`config.mk`:
```
export PLATFORM = sky130hd
export DESIGN_NAME = hamming_rx_sequencer
export DESIGN_NICKNAME = d
export VERILOG_FILES = /design/src/rtl/hrx_pkg.sv /design/src/rtl/hrx_byte_fifo.sv /design/src/rtl/hamming_rx_sequencer.sv
export SDC_FILE = /design/constraint.sdc
export NUM_CORES = 1
export LEC_CHECK = 0
export CORE_ASPECT_RATIO = 1.25
export CORE_MARGIN = 4
export CORE_UTILIZATION = 53
export CTS_CLUSTER_SIZE = 14
export DETAILED_ROUTE_END_ITERATION = 8
export GPL_TIMING_DRIVEN = 0
export PLACE_DENSITY_LB_ADDON = 0.1
export SYNTH_ARGS = -nofsm -noshare
export SYNTH_HDL_FRONTEND = slang
export SYNTH_SLANG_ARGS = --single-unit
```
`constraint.sdc`:
```
create_clock -name clk -period 3 [get_ports clk]
set_input_delay 0.6 -clock clk [delete_from_list [all_inputs] [get_ports clk]]
set_output_delay 0.6 -clock clk [all_outputs]
set_load 0.02 [all_outputs]
```
`src/rtl/hrx_pkg.sv`:
```
// Shared types, widths and error-flag indices for the Hamming receive sequencer.
package hrx_pkg;

    localparam int CODE_W  = 7;
    localparam int NIB_W   = 4;
    localparam int SYN_W   = 3;
    localparam int BYTE_W  = 2 * NIB_W;
    localparam int ENTRY_W = BYTE_W + 1;
    localparam int ERR_W   = 4;
    localparam int CNT_W   = 16;

    localparam int ERR_DEC_TO = 0;
    localparam int ERR_GAP    = 1;
    localparam int ERR_OVF    = 2;
    localparam int ERR_OVR    = 3;

    typedef enum logic [1:0] {
        IDLE     = 2'd0,
        DECODE   = 2'd1,
        ASSEMBLE = 2'd2
    } hrx_state_e;

    // A nonzero syndrome means the decoder repaired one bit of the codeword.
    function automatic logic syn_corrected(input logic [SYN_W-1:0] syn);
        return |syn;
    endfunction

endpackage : hrx_pkg

```
`src/rtl/hrx_byte_fifo.sv`:
```
// Small synchronous FIFO holding assembled bytes plus their correction bit.
// Push while full is accepted only when a pop happens in the same cycle.
module hrx_byte_fifo #(
    parameter int DEPTH = 4,
    parameter int WIDTH = 9
) (
    input  logic             clk,
    input  logic             rst,
    input  logic             push,
    input  logic             pop,
    input  logic [WIDTH-1:0] din,
    output logic [WIDTH-1:0] dout,
    output logic             full,
    output logic             empty
);

    localparam int AW = (DEPTH > 1) ? $clog2(DEPTH) : 1;
    localparam logic [AW:0]   CNT_FULL = (AW + 1)'(DEPTH);
    localparam logic [AW:0]   CNT_ONE  = (AW + 1)'(1);
    localparam logic [AW-1:0] PTR_ONE  = AW'(1);

    logic [WIDTH-1:0] mem_r [DEPTH];
    logic [AW-1:0]    wr_ptr_r;
    logic [AW-1:0]    rd_ptr_r;
    logic [AW:0]      count_r;
    logic             do_push_s;
    logic             do_pop_s;

    assign full      = (count_r == CNT_FULL);
    assign empty     = (count_r == {(AW + 1){1'b0}});
    assign do_pop_s  = pop & ~empty;
    assign do_push_s = push & (~full | do_pop_s);
    assign dout      = empty ? {WIDTH{1'b0}} : mem_r[rd_ptr_r];

    // Entry storage; contents are don't-care until written.
    always_ff @(posedge clk) begin
        if (do_push_s) begin
            mem_r[wr_ptr_r] <= din;
        end
    end

    // Pointers wrap naturally because DEPTH is a power of two.
    always_ff @(posedge clk) begin
        if (rst) begin
            wr_ptr_r <= {AW{1'b0}};
            rd_ptr_r <= {AW{1'b0}};
            count_r  <= {(AW + 1){1'b0}};
        end else begin
            if (do_push_s) begin
                wr_ptr_r <= wr_ptr_r + PTR_ONE;
            end
            if (do_pop_s) begin
                rd_ptr_r <= rd_ptr_r + PTR_ONE;
            end
            case ({do_push_s, do_pop_s})
                2'b10:   count_r <= count_r + CNT_ONE;
                2'b01:   count_r <= count_r - CNT_ONE;
                default: count_r <= count_r;
            endcase
        end
    end

endmodule : hrx_byte_fifo

```
`src/rtl/hamming_rx_sequencer.sv`:
```
// Sequences UART codewords through an external Hamming(7,4) decoder and packs nibble pairs into bytes.
// Optional corrected-nibble counter enabled by defining HRX_STATS_EN.
module hamming_rx_sequencer
    import hrx_pkg::*;
#(
    parameter int DEPTH       = 4,
    parameter int DEC_TIMEOUT = 15,
    parameter int GAP_TIMEOUT = 4095
) (
    input  logic              clk,
    input  logic              rst,
    input  logic              rx_valid,
    input  logic [CODE_W-1:0] rx_code,
    output logic              dec_en,
    output logic [CODE_W-1:0] dec_code,
    input  logic              dec_valid,
    input  logic [NIB_W-1:0]  dec_data,
    input  logic [SYN_W-1:0]  dec_syndrome,
    output logic              out_valid,
    input  logic              out_ready,
    output logic [BYTE_W-1:0] out_data,
    output logic              out_corr,
    output logic              busy,
    output logic [ERR_W-1:0]  err_flags,
    input  logic              clr_err,
    output logic [CNT_W-1:0]  corr_cnt
);

    localparam int DW = $clog2(DEC_TIMEOUT + 1);
    localparam int GW = $clog2(GAP_TIMEOUT + 1);
    localparam logic [DW-1:0] DEC_LAST = DW'(DEC_TIMEOUT - 1);
    localparam logic [DW-1:0] DEC_INC  = DW'(1);
    localparam logic [GW-1:0] GAP_LAST = GW'(GAP_TIMEOUT - 1);
    localparam logic [GW-1:0] GAP_INC  = GW'(1);

    hrx_state_e          state_r;
    logic                dec_en_r;
    logic [CODE_W-1:0]   dec_code_r;
    logic [DW-1:0]       wait_cnt_r;
    logic [GW-1:0]       gap_cnt_r;
    logic                half_r;
    logic [NIB_W-1:0]    nib_r;
    logic                corr_r;
    logic [NIB_W-1:0]    low_r;
    logic                corr_low_r;
    logic [ERR_W-1:0]    err_r;

    logic                dec_to_s;
    logic                gap_to_s;
    logic                push_s;
    logic                pop_s;
    logic                fifo_full_s;
    logic                fifo_empty_s;
    logic [ENTRY_W-1:0]  fifo_din_s;
    logic [ENTRY_W-1:0]  fifo_dout_s;
    logic [ERR_W-1:0]    err_set_s;

    assign dec_to_s   = (state_r == DECODE) && !dec_valid && (wait_cnt_r == DEC_LAST);
    assign gap_to_s   = (state_r == IDLE) && half_r && (gap_cnt_r == GAP_LAST);
    assign push_s     = (state_r == ASSEMBLE) && half_r;
    assign pop_s      = out_ready && !fifo_empty_s;
    assign fifo_din_s = {nib_r, low_r, corr_r | corr_low_r};

    assign dec_en    = dec_en_r;
    assign dec_code  = dec_code_r;
    assign out_valid = ~fifo_empty_s;
    assign out_data  = fifo_dout_s[ENTRY_W-1:1];
    assign out_corr  = fifo_dout_s[0];
    assign busy      = (state_r != IDLE) || half_r;
    assign err_flags = err_r;

    hrx_byte_fifo #(
        .DEPTH (DEPTH),
        .WIDTH (ENTRY_W)
    ) u_fifo (
        .clk   (clk),
        .rst   (rst),
        .push  (push_s),
        .pop   (pop_s),
        .din   (fifo_din_s),
        .dout  (fifo_dout_s),
        .full  (fifo_full_s),
        .empty (fifo_empty_s)
    );

    // Receive FSM with decode wait timer, gap timer and nibble pairing.
    always_ff @(posedge clk) begin
        if (rst) begin
            state_r    <= IDLE;
            dec_en_r   <= 1'b0;
            dec_code_r <= {CODE_W{1'b0}};
            wait_cnt_r <= {DW{1'b0}};
            gap_cnt_r  <= {GW{1'b0}};
            half_r     <= 1'b0;
            nib_r      <= {NIB_W{1'b0}};
            corr_r     <= 1'b0;
            low_r      <= {NIB_W{1'b0}};
            corr_low_r <= 1'b0;
        end else begin
            dec_en_r <= 1'b0;
            case (state_r)
                IDLE: begin
                    if (gap_to_s) begin
                        half_r    <= 1'b0;
                        gap_cnt_r <= {GW{1'b0}};
                    end else if (half_r) begin
                        gap_cnt_r <= gap_cnt_r + GAP_INC;
                    end
                    if (rx_valid) begin
                        dec_code_r <= rx_code;
                        dec_en_r   <= 1'b1;
                        wait_cnt_r <= {DW{1'b0}};
                        state_r    <= DECODE;
                    end
                end
                DECODE: begin
                    if (dec_valid) begin
                        nib_r   <= dec_data;
                        corr_r  <= syn_corrected(dec_syndrome);
                        state_r <= ASSEMBLE;
                    end else if (dec_to_s) begin
                        state_r <= IDLE;
                    end else begin
                        wait_cnt_r <= wait_cnt_r + DEC_INC;
                    end
                end
                ASSEMBLE: begin
                    if (half_r) begin
                        half_r <= 1'b0;
                    end else begin
                        low_r      <= nib_r;
                        corr_low_r <= corr_r;
                        half_r     <= 1'b1;
                        gap_cnt_r  <= {GW{1'b0}};
                    end
                    state_r <= IDLE;
                end
                default: begin
                    state_r <= IDLE;
                end
            endcase
        end
    end

    // Collect this cycle's error events.
    always_comb begin
        err_set_s             = {ERR_W{1'b0}};
        err_set_s[ERR_DEC_TO] = dec_to_s;
        err_set_s[ERR_GAP]    = gap_to_s;
        err_set_s[ERR_OVF]    = push_s && fifo_full_s && !pop_s;
        err_set_s[ERR_OVR]    = rx_valid && (state_r != IDLE);
    end

    // Sticky flags; a new event in the clearing cycle survives the clear.
    always_ff @(posedge clk) begin
        if (rst) begin
            err_r <= {ERR_W{1'b0}};
        end else if (clr_err) begin
            err_r <= err_set_s;
        end else begin
            err_r <= err_r | err_set_s;
        end
    end

`ifdef HRX_STATS_EN
    logic [CNT_W-1:0] corr_cnt_r;
    logic             cnt_inc_s;

    assign cnt_inc_s = (state_r == ASSEMBLE) && corr_r;
    assign corr_cnt  = corr_cnt_r;

    // Saturating count of corrected nibbles, zeroed by clr_err.
    always_ff @(posedge clk) begin
        if (rst) begin
            corr_cnt_r <= {CNT_W{1'b0}};
        end else if (clr_err) begin
            corr_cnt_r <= {{(CNT_W - 1){1'b0}}, cnt_inc_s};
        end else if (cnt_inc_s && (corr_cnt_r != {CNT_W{1'b1}})) begin
            corr_cnt_r <= corr_cnt_r + {{(CNT_W - 1){1'b0}}, 1'b1};
        end else begin
            corr_cnt_r <= corr_cnt_r;
        end
    end
`else
    assign corr_cnt = {CNT_W{1'b0}};
`endif

endmodule : hamming_rx_sequencer
```
Yosys cells after proc, flatten, opt, wreduce, memory -nomap -nowiden

Memory sizes are Yosys's and may differ from the RTL's. A register that Yosys moved wholly into a read port is not among the register bits.
Index checks and enable logic that the tools add are counted.

Word-level logic and storage cells: 95
Bits in registers: 48
Memory bits (writable): 36
Output and inout port bits: 39
Memories kept: 1
Input bits: 20

Memories:

| memory       | depth | bits a word | read ports | clocked after Yosys merged registers in | wr ports | line                | text |
|---|---|---|---|---|---|---|---|
| u_fifo.mem_r | 4     | 9           | 1          | 1                                       | 1        | hrx_byte_fifo.sv:22 | `logic [WIDTH-1:0] mem_r [DEPTH];` |

Bitwise logic cells: 9
Equal/unequal tests: 14
Multiplexer cells: 23
Add/sub/neg operators: 6
Reduce and logical (&&, ||, !) cells: 28

Operators with widths:

| cell                                                            | number |
|---|---|
| 12-bit 2-to-1 mux                                               | 3 |
| 12-bit case mux with 2 select lines                             | 1 |
| 4-bit 2-to-1 mux                                                | 4 |
| 12-bit by 1-bit adder with 12-bit output, second input constant | 1 |
| 12-bit == test, second input constant                           | 1 |
| 2-bit 2-to-1 mux                                                | 5 |
| 2-bit != test, second input constant                            | 5 |
| 2-bit AND reduction                                             | 5 |
| 1-bit logical AND                                               | 9 |
| 9-bit 2-to-1 mux                                                | 1 |
| 4-bit case mux with 2 select lines                              | 1 |
| 2-bit nonzero test                                              | 4 |
| 3-bit != test, second input constant                            | 2 |
| 3-bit case mux with 2 select lines                              | 1 |
| 1-bit 2-to-1 mux                                                | 5 |
| 2-bit by 1-bit adder with 2-bit output, second input constant   | 2 |
| 4-bit by 1-bit adder with 4-bit output, second input constant   | 1 |
| 2-bit by 1-bit == test with 1-bit output, second input constant | 2 |
| 2-bit == test, second input constant                            | 2 |
| 4-bit == test, second input constant                            | 1 |
| 1-bit NOT                                                       | 4 |
| 4-bit OR                                                        | 1 |
| 2-bit case mux with 2 select lines                              | 1 |
| 4-bit AND reduction                                             | 1 |
| other kinds (13)                                                | 17 |

Logic depth before layout (Yosys ltp)

Word-level depth: 8
Gate-level depth with buffers: 10
Mapped depth without buffers: 9

Hierarchy

A second synthesis with hierarchy kept.

Cell total of the unflattened synthesis: 345
Area, all modules: 3,860.0 µm²

By module, submodules not included:

| module               | times used | cells an instance | area an instance (µm²) |
|---|---|---|---|
| hrx_byte_fifo        | 1          | 124               | 1,991.9 |
| hamming_rx_sequencer | 1          | 221               | 1,868.0 |

Least setup slack after synthesis

OpenSTA, ideal clock, no wires.

Kind: input to register
From: input port out_ready
To: register u_fifo.count_r[2]
Stages on the path: 9
Path slack: 0.610 ns
Data arrival time: 2.319 ns
Data required time: 2.930 ns
Path through: nor4b_1 nor3b_2 inv_1 ha_1 inv_1 fa_1 xor2_1 or3_1 a21oi_1

Word-level cells in the longest chain between the ends: 6

RTL lines:

| item                                                                      | line                       | text |
|---|---|---|
| start, declared                                                           | hamming_rx_sequencer.sv:20 | `input logic out_ready,` |
| 1-bit logical AND (*)                                                     | hamming_rx_sequencer.sv:61 | `assign pop_s = out_ready && !fifo_empty_s;` |
| 1-bit AND (*)                                                             | hrx_byte_fifo.sv:31        | `assign do_pop_s = pop & ~empty;` |
| 1-bit OR                                                                  | hrx_byte_fifo.sv:32        | `assign do_push_s = push & (~full \| do_pop_s);` |
| 1-bit AND                                                                 | hrx_byte_fifo.sv:32        |  |
| 2-bit by 1-bit == test with 1-bit output or 2-bit == test (tied branches) | hrx_byte_fifo.sv:55        | `case ({do_push_s, do_pop_s})` |
| 3-bit case mux with 2 select lines or 2-bit nonzero test (tied branches)  | --                         |  |
| end signal, assigned                                                      | hrx_byte_fifo.sv:56        | `2'b10: count_r <= count_r + CNT_ONE;` |
| end signal, assigned                                                      | hrx_byte_fifo.sv:57        | `2'b01: count_r <= count_r - CNT_ONE;` |
| end signal, assigned                                                      | hrx_byte_fifo.sv:58        | `default: count_r <= count_r;` |
| end, declared                                                             | hrx_byte_fifo.sv:25        | `logic [AW:0] count_r;` |

Mark *: on every way between the ends. The rest lies on a longest branch, timed or not.
A chain may end at the register's enable or synchronous reset.

==> results.toml <==
[status]
outcome = "completed"

[placed_design]
gp_congestion = 0.846
dp_hpwl_mm = 4.98
placed_cell_area_um2 = 4350
port_buffers = 42

[setup_path]
worst_setup_path_end_kind = "primary output"
start_kind = "flop"
arrival_ns = 2.22
regToRegStartpoint = "state_r[1]$_SDFFE_PP0P_"
cp_max_fo = 9
required_ns = 2.40
critical_path_class = "reg -> out"

[global_route]
grt_pass1_wl_mm = 11.2
gr-usage-met2 = 0.306
grt_pass1_vias = 2345
grt_max_degree = 17
top_usage_layer = "met2"
met1_usage = 0.190
gr-total-overflow = 0
grt_use_total = 0.166
antenna_found_initial = 0
grt_util_met3 = 0.0355

[synthesis]
yosysTopAreaCellShare = 0.287
synthFlopType = "dfxtp_1"
yosysSeqAreaShare = 0.553
syn_area_per_cell_um2 = 11.4
syn-cell-area_um2 = 3760
synth_edf_count = 36
postSynth.asyncResetShare = 0
yosys.cell_count.top_type = "dfxtp_1"
synth_area_leaders = "edfxtp_1 (29%), dfxtp_1 (27%), mux4_2 (5.4%)"
synth_seq_cells = 86
synthCells = 331
synth_top_cells_by_count = "dfxtp_1 (50), edfxtp_1 (36), nor2_1 (31), nand2_1 (25), a21oi_1 (20)"
synth_top_area_cell = "edfxtp_1"
ys_types = 46
yosysWarnings = 0

[clock_tree]
cts_inserted_buffers = 9
ctsHoldBuffers = 0
htreeDepth = 3
clock_path_buffers = 2
clk_latency_ns = 0.35
cts_root_buf = "clkbuf_8"
cts_sinks = 86
clk_pin_slew_worst_paths_ns = 0.09
cts_tree = "done"

[sta]
rsz0062_at_grt = "false"
hold_viol_final = 0
setup_viol = 0
post-route-min-period_ns = 2.82
drv_slew = 0
clock_skew_ns = 0.0129
worst_slew_pin_slew_ns = 0.747
tns_ns = 0
post-route-period-util = 0.940
holdWs_ns = 0.460
slew_headroom = 0.500
fmax_mhz = 355

[die]
row_count = 34
die_w_um = 83.4
die_y_um = 102
ios = 59
fp.dieArea_um2 = 8520
start_util = 0.543
core-area_um2 = 6930

[cells_and_area]
postLayoutCellArea_um2 = 4540
num_antenna_cells = 0
drive_gt1_frac = 0.149
finalNetCount = 429
area_delta_synth_final_pct = 20.6
nFillCells = 569

[pwr]
peakVddDrop_mv = 0.339
leakagePower_uw = 0.00160
power_uw = 2150
power_density_nw_per_um2 = 473

[drt]
drtAntennaViolNets = 0
drt_wl_total_mm = 6.82
post_drt_wl_per_cell_um = 13.8
drt_iter0_drc = 135
via_per_inst = 5.13
first_pass_iters = 4
drc = 0
vias = 2532

[flow_run]
drv_cap = 0

[min_path]
min_path_type = "reg -> reg"
hold_path.startpoint = "dec_code[5]$_SDFFE_PP0P_"
## cell families after synthesis
family / count (synthesis) / synth area share
AO/OA/AOI/OAI: 37 / 0.0575
XOR/XNOR: 12 / 0.0279
adder cells (fa/ha/maj): 10 / 0.0352
buffers and inverters: 43 / 0.0612
flip-flops: 86 / 0.553
multiplexers: 19 / 0.0805
other: 1 / 0.000996
AND/OR/NAND/NOR: 123 / 0.184
## report_power, final
group          switching, µW  internal (µW)  leakage, µW
sequential              9.06           1220     0.000732
clock                    430            311    0.0000858
combinational           92.2           79.1     0.000781
## timing repair
action,4_1_cts,5_1_grt
endpoints found under the setup margin,0,1
buffers inserted,0,0
resized for setup,0,1
## placed cells by master (no fill, tap or decap), types with 3 or more instances in the layout
| cell type | instances |
|---|---|
| buf_2 | 7 |
| ha_1 | 9 |
| and2_1 | 14 |
| or3_1 | 7 |
| clkdlybuf4s50_1 | 42 |
| dfxtp_1 | 50 |
| edfxtp_1 | 36 |
| mux2i_1 | 10 |
| xnor2_1 | 9 |
| nor2_1 | 31 |
| nand2b_1 | 7 |
| a31oi_1 | 4 |
| a21oi_1 | 20 |
| buf_4 | 16 |
| nand4_1 | 5 |
| conb_1 | 16 |
| nand2_1 | 25 |
| clkbuf_1 | 6 |
| xor2_1 | 3 |
| o21ai_0 | 5 |
| nand3_1 | 9 |
| inv_1 | 13 |
| mux4_2 | 9 |
| clkbuf_8 | 9 |
## sequential cells by signal, summed over array words and instances, names as in the netlist, 2 cells and up, named ones only
register / cells
gap_cnt_r: 12
state_r: 2
wait_cnt_r: 4
low_r: 4
err_flags: 4
u_fifo.rd_ptr_r: 2
u_fifo.wr_ptr_r: 2
dec_code: 7
u_fifo.mem_r: 36
nib_r: 4
u_fifo.count_r: 3
## cell type report
| class | instances | area (µm²) | area share |
|---|---|---|---|
| clock buffers | 9 | 124 | 0.0273 |
| flip-flops and latches | 86 | 2080 | 0.459 |
| clock inverters | 7 | 56.3 | 0.0124 |
| multi-input cells | 217 | 1510 | 0.334 |
| inverters | 13 | 48.8 | 0.0107 |
| well taps | 90 | 113 | 0.0248 |
| repair buffers | 42 | 420 | 0.0926 |
| plain buffers | 30 | 181 | 0.0400 |
## routing by layer
metal / share of wire / routed length [µm]
met1: 0.40 / 2760
met2: 0.54 / 3660
met3: 0.041 / 283
met4: 0.018 / 126
met5: 0 / 0
## per-stage QoR
step | util | std cells | worst slack [ns]
floorplan | - | 346 | 0.610
global placement | 0.628 | 478 | -0.162
detailed placement | 0.628 | 478 | -0.223
CTS | 0.654 | 494 | 0.141
global route | 0.655 | 494 | 0.0600
finish | 0.655 | 494 | 0.181
## path summary, 6_finish.rpt
path                                                        to  slack, ns  cells after the start
worst max register to register  u_fifo.count_r[2]$_SDFFE_PP0P_       0.69                     10
worst min register to register        dec_code[5]$_SDFFE_PP0P_       0.46                      2
worst min-delay path                  dec_code[5]$_SDFFE_PP0P_       0.46                      2
worst max-delay path                               out_data[0]       0.18                      4
## worst max-delay path, cell delays in order (launching register included)
cell,delay (ns)
dfxtp_1,0.31
clkbuf_1,0.46
mux4_2,0.40
and2_1,0.17
clkdlybuf4s50_1,0.53
Power figures use the tool's default switching activity.
